File: src/rtl/mem_wb_stage.sv
// mem_wb_stage: memory-access stage with req/ack data-memory sequencing and registered writeback.
// Optional access timeout with sticky mem_err is enabled by defining MEM_TIMEOUT_EN.
module mem_wb_stage #(
  parameter int DSIZE   = 16,
  parameter int TIMEOUT = 15
) (
  input  logic             Clk,
  input  logic             Rst,
  input  logic             memEnab,
  input  logic             memWriteEnab,
  input  logic [DSIZE-1:0] storeData,
  input  logic             sel_mem2Reg,
  input  logic             RFwriteEnab,
  input  logic [DSIZE-1:0] ALUresult,
  input  logic [2:0]       RFdest_rd,
  input  logic [3:0]       ALUstatus,
  output logic             mem_req,
  output logic             mem_we,
  output logic [DSIZE-1:0] mem_addr,
  output logic [DSIZE-1:0] mem_wdata,
  input  logic             mem_ack,
  input  logic [DSIZE-1:0] mem_rdata,
  output logic             stall,
  output logic             RFwriteEnab_wb,
  output logic [2:0]       RFdest_wb,
  output logic [DSIZE-1:0] RFdata_wb,
  output logic [3:0]       status_o,
  output logic             mem_err
);
  localparam logic [0:0] IDLE   = 1'b0;
  localparam logic [0:0] ACCESS = 1'b1;
  logic [0:0]       state_q, state_d;
  logic [DSIZE-1:0] addr_q, addr_d, wdata_q, wdata_d, wbdata_q, wbdata_d;
  logic             we_q, we_d, rfwe_q, rfwe_d, sel_q, sel_d, wbwe_q, wbwe_d;
  logic [2:0]       dest_q, dest_d, wbdest_q, wbdest_d;
  logic [3:0]       status_q, status_d;
`ifdef MEM_TIMEOUT_EN
  localparam int CW = $clog2(TIMEOUT + 1);
  logic [CW-1:0] cnt_q, cnt_d;
  logic          err_q, err_d;
`endif
  always_comb begin
    state_d  = state_q;
    addr_d   = addr_q;
    we_d     = we_q;
    wdata_d  = wdata_q;
    dest_d   = dest_q;
    rfwe_d   = rfwe_q;
    sel_d    = sel_q;
    wbwe_d   = 1'b0;
    wbdest_d = wbdest_q;
    wbdata_d = wbdata_q;
    status_d = status_q;
`ifdef MEM_TIMEOUT_EN
    cnt_d    = cnt_q;
    err_d    = err_q;
`endif
    if (state_q == IDLE) begin
      if (memEnab) begin
        state_d = ACCESS;
        addr_d  = ALUresult;
        we_d    = memWriteEnab;
        wdata_d = storeData;
        dest_d  = RFdest_rd;
        rfwe_d  = RFwriteEnab;
        sel_d   = sel_mem2Reg;
`ifdef MEM_TIMEOUT_EN
        cnt_d   = '0;
`endif
      end else begin
        wbwe_d   = RFwriteEnab;
        wbdest_d = RFdest_rd;
        wbdata_d = ALUresult;
        status_d = ALUstatus;
      end
    end else if (mem_ack) begin
      state_d = IDLE;
      if (!we_q) begin
        wbwe_d   = rfwe_q;
        wbdest_d = dest_q;
        wbdata_d = sel_q ? mem_rdata : addr_q;
      end
    end
`ifdef MEM_TIMEOUT_EN
    // ack in the final allowed cycle takes the branch above and completes normally
    else if (cnt_q == CW'(TIMEOUT - 1)) begin
      state_d = IDLE;
      err_d   = 1'b1;
    end else begin
      cnt_d = cnt_q + 1'b1;
    end
`endif
  end
  always_ff @(posedge Clk or negedge Rst) begin
    if (!Rst) begin
      state_q  <= IDLE;
      addr_q   <= '0;
      we_q     <= 1'b0;
      wdata_q  <= '0;
      dest_q   <= '0;
      rfwe_q   <= 1'b0;
      sel_q    <= 1'b0;
      wbwe_q   <= 1'b0;
      wbdest_q <= '0;
      wbdata_q <= '0;
      status_q <= '0;
    end else begin
      state_q  <= state_d;
      addr_q   <= addr_d;
      we_q     <= we_d;
      wdata_q  <= wdata_d;
      dest_q   <= dest_d;
      rfwe_q   <= rfwe_d;
      sel_q    <= sel_d;
      wbwe_q   <= wbwe_d;
      wbdest_q <= wbdest_d;
      wbdata_q <= wbdata_d;
      status_q <= status_d;
    end
  end
`ifdef MEM_TIMEOUT_EN
  always_ff @(posedge Clk or negedge Rst) begin
    if (!Rst) begin
      cnt_q <= '0;
      err_q <= 1'b0;
    end else begin
      cnt_q <= cnt_d;
      err_q <= err_d;
    end
  end
  assign mem_err = err_q;
`else
  assign mem_err = 1'b0;
`endif
  assign mem_req        = (state_q == ACCESS);
  assign mem_we         = mem_req & we_q;
  assign mem_addr       = mem_req ? addr_q : '0;
  assign mem_wdata      = mem_req ? wdata_q : '0;
  // reset forces stall low at once even if EX is still presenting a memory op
  assign stall          = Rst & (mem_req ? ~mem_ack : memEnab);
  assign RFwriteEnab_wb = wbwe_q;
  assign RFdest_wb      = wbdest_q;
  assign RFdata_wb      = wbdata_q;
  assign status_o       = status_q;
endmodule

File: config.mk
export PLATFORM = sky130hd
export DESIGN_NAME = mem_wb_stage
export DESIGN_NICKNAME = d
export VERILOG_FILES = /design/src/rtl/mem_wb_stage.sv
export SDC_FILE = /design/constraint.sdc
export NUM_CORES = 1
export LEC_CHECK = 0
export CAP_MARGIN = 15
export CORE_UTILIZATION = 40
export CTS_BUF_LIST = sky130_fd_sc_hd__clkbuf_8
export DETAILED_ROUTE_END_ITERATION = 12
export PLACE_DENSITY = 0.79
export SLEW_MARGIN = 10
export SYNTH_ARGS = -nofsm -noshare
export SYNTH_HDL_FRONTEND = slang
export SYNTH_SLANG_ARGS = --single-unit
File: constraint.sdc
create_clock -name Clk -period 1.3 [get_ports Clk]
set_clock_uncertainty 0.05 [all_clocks]
set_input_delay 0.26 -clock Clk [delete_from_list [all_inputs] [get_ports Clk]]
set_output_delay 0.26 -clock Clk [all_outputs]
set_load 0.03 [all_outputs]
==> out/metrics.csv <==
stage,metric,value,unit
run_status,status,"complete, but fails checks",
critical_path,CP Capture Type,output port,
sta,worst hold slack,407.3,ps
floorplanning,Core Region,6907,sq um
final_layout,Nets,427,
global_routing,first-pass GRT wire length,11.59,mm
critical_path,R2R Path Start,mem_req,
logic_synthesis,Netlist cell types,22,
critical_path,R2R cell count,5,
logic_synthesis,synthesized area,2917,sq um
placement,dpl hpwl,5.218,mm
placement,GP Congestion,0.7040,
clock_tree,CTS Buffer Depth,2,
critical_path,delay of the slowest critical-path stage,500,ps
clock_tree,CTS tree,built,
worst_hold_path,end of the worst hold path,mem_req,
critical_path,critical path type,flip-flop to output port,
placement,placed insts,442,
clock_tree,CTS Buf Count,9,
clock_tree,htree depth,3,
global_routing,pin count of the biggest net entering global routing,64,
detailed_routing,remaining antenna violation count,0,
final_layout,n_diodes,0,
floorplanning,Die Ht,87.39,um
critical_path,Crit path buffers/inverters,3,
final_layout,share of cells above drive strength 1,43.78,%
logic_synthesis,Synth Register Bits,63,
critical_path,CP Max Fanout,6,
sta,Tmin final,1672,ps
logic_synthesis,yosys warns,0,
final_layout,fin cells,466,
worst_hold_path,hold depth,3,
floorplanning,die width,87.39,um
worst_hold_path,Min-Delay Startpoint,memEnab,
critical_path,CP Cell Sequence,buf_6 -> buf_6 -> and2_4 -> buf_6,
logic_synthesis,"Seq/Total Area, Yosys",54.05,%
detailed_routing,Iteration-0 DRC Markers,51,
floorplanning,Rows,30,
final_layout,"commonest non-fill, non-tap cell in the layout",dfrtp_1,
power,maximum vdd drop,937.2,uV
clock_tree,Clock Latency Late Sink,330,ps
worst_hold_path,Worst Hold Class,primary input to flip-flop,
final_layout,Layout area overhead,61.60,%
power,Pleak,2.194,nW
clock_tree,clock-pin slew on the worst setup and hold paths,70,ps
sta,RSZ-0062 raised after global routing,yes,
floorplanning,full die area,7637,sq um
global_routing,Total GRT Usage,20.47,%
sta,slack of the critical path,-371.7,ps
detailed_routing,per-cell routed wire length,16.64,um
global_routing,initial antenna violation count,0,
global_routing,vias in the first global route,2363,
detailed_routing,DRC Markers,0,
detailed_routing,routed wire length,7.756,mm
power,Final Power,8.400,mW
clock_tree,CTS root buf,clkbuf_8,
sta,Pins Over Slew Limit,0,
detailed_routing,vias per cell,4.948,
power,Power Density,1782,nW/um^2
sta,Final period util,128.6,%
critical_path,worst path required time,990,ps
critical_path,startpoint types,flip-flop,
sta,"Hold Vio Cnt, Final",0,
critical_path,Crit-path slowest cell,dfrtp_2,
logic_synthesis,Synth Instances,225,
critical_path,CP top delay family,flip-flops,
final_layout,most frequent cells in the layout,"dfrtp_1 (62), clkdlybuf4s50_1 (59), buf_4 (43)",
run,# Max-Cap Violations,0,
placement,# port buffers,120,
critical_path,Worst EP arrival,1360,ps
sta,Final Setup Violations,96,
critical_path,Worst R2R Setup Slack,-370,ps
clock_tree,clk sinks,63,
detailed_routing,total number of vias,2306,
detailed_routing,drt first pass iters,4,
run_status,violated checks,setup timing,
critical_path,CP most frequent cell,buf_6,
sta,Fmax achieved,0.5982,GHz
placement,placement-stage worst setup slack,-498.2,ps
floorplanning,IO Pins,122,
critical_path,reg2reg end,wdata_q[13],
logic_synthesis,syn_nets,287,
floorplanning,starting density of the core,42.23,%
logic_synthesis,synthesized area per cell,12.96,sq um
global_routing,global route total overflow,0,
## tightest hold or removal path: cells and delay by family
kind	cells	cell delay (ps)
compound gates	1	50
simple gates	1	150
buf+inv	1	290
## where the power goes
group	leakage, nW	internal (mW)	switching [mW]	total [mW]
registers	0.745	2.53	0.394	2.92
logic	1.34	1.98	1.93	3.91
clock network	0.105	0.857	0.710	1.57
## cells by family (layout without fill, tap and decap cells)
kind of cell / after synthesis / after routing / share of synthesized area, %
AND/OR/NAND/NOR: 60 / 60 / 12.06
multiplexers: 61 / 61 / 22.74
other: 1 / 1 / 0.1286
AO/OA/AOI/OAI: 21 / 21 / 6.864
flip-flops: 63 / 63 / 54.05
buffers and inverters: 19 / 164 / 4.161
## routing by layer
metal	up-vias	track usage (%)	part of all wire [%]	wire [um]
li1	1072	-	-	-
met1	1145	24.25	41	3186
met2	81	35.51	51	3991
met3	8	7.488	6.6	514
met4	0	4.471	0.81	63
met5	-	0	0	0
## flip-flops by register name, summed over array words and instances, names as in the netlist
signal,flops
wdata_q,16
sel_q,1
addr_q,16
mem_req,1
RFdest_wb,3
RFdata_wb,16
we_q,1
rfwe_q,1
RFwriteEnab_wb,1
dest_q,3
status_o,4
## area by class of cell
| cell class | count | area (sq um) |
|---|---|---|
| fillers | 543 | 2193 |
| well taps | 96 | 120.1 |
| multi-input cells | 143 | 1369 |
| clock buffers | 9 | 123.9 |
| clock inverters | 7 | 57.56 |
| inverters | 3 | 11.26 |
| repair buffers | 145 | 1454 |
| flip-flops and latches | 63 | 1578 |
## cell usage after synthesis (all sizes together)
library cell	count	share of area [%]
and2	35	7.5
buf	12	3.3
nand2b	1	0.21
conb	1	0.13
a21oi	1	0.17
a221oi	3	0.90
nor2b	1	0.30
a221o	16	5.5
mux2	42	16
a22o	1	0.30
dfrtp	63	54
nor2	18	2.8
clkbuf	4	0.51
nand3b	1	0.39
nor3	3	0.51
mux2i	19	6.5
and3b	1	0.30
inv	3	0.39
## worst max path at each step
stage | from | to | cells past startpoint
after floorplan | mem_req | addr_q[10] | 5
after global placement | memEnab | wdata_q[1] | 4
after detailed placement | memEnab | wdata_q[0] | 4
after CTS | mem_req | mem_wdata[7] | 3
after global routing | mem_req | mem_addr[7] | 3
final | mem_req | mem_we | 4
## repair_timing
action / CTS / global route
gates resized for setup: 22 / 37
buffers inserted: 4 / 2
gates cloned: 1 / 0
hold endpoints to repair: 63 / 0
pin swaps: 5 / 5
setup endpoints to repair: 97 / 98
hold buffers: 1 / 0
## per-stage QoR
stage,TNS [ps],utilization [%],area (sq um)
global placement,-29950,61.36,4238
detailed placement,-31470,61.36,4238
CTS,-28390,66.27,4577
floorplan,-11150,-,3025
global route,-34200,68.24,4713
finish,-29660,68.24,4713
Power figures use the tool's default switching activity.
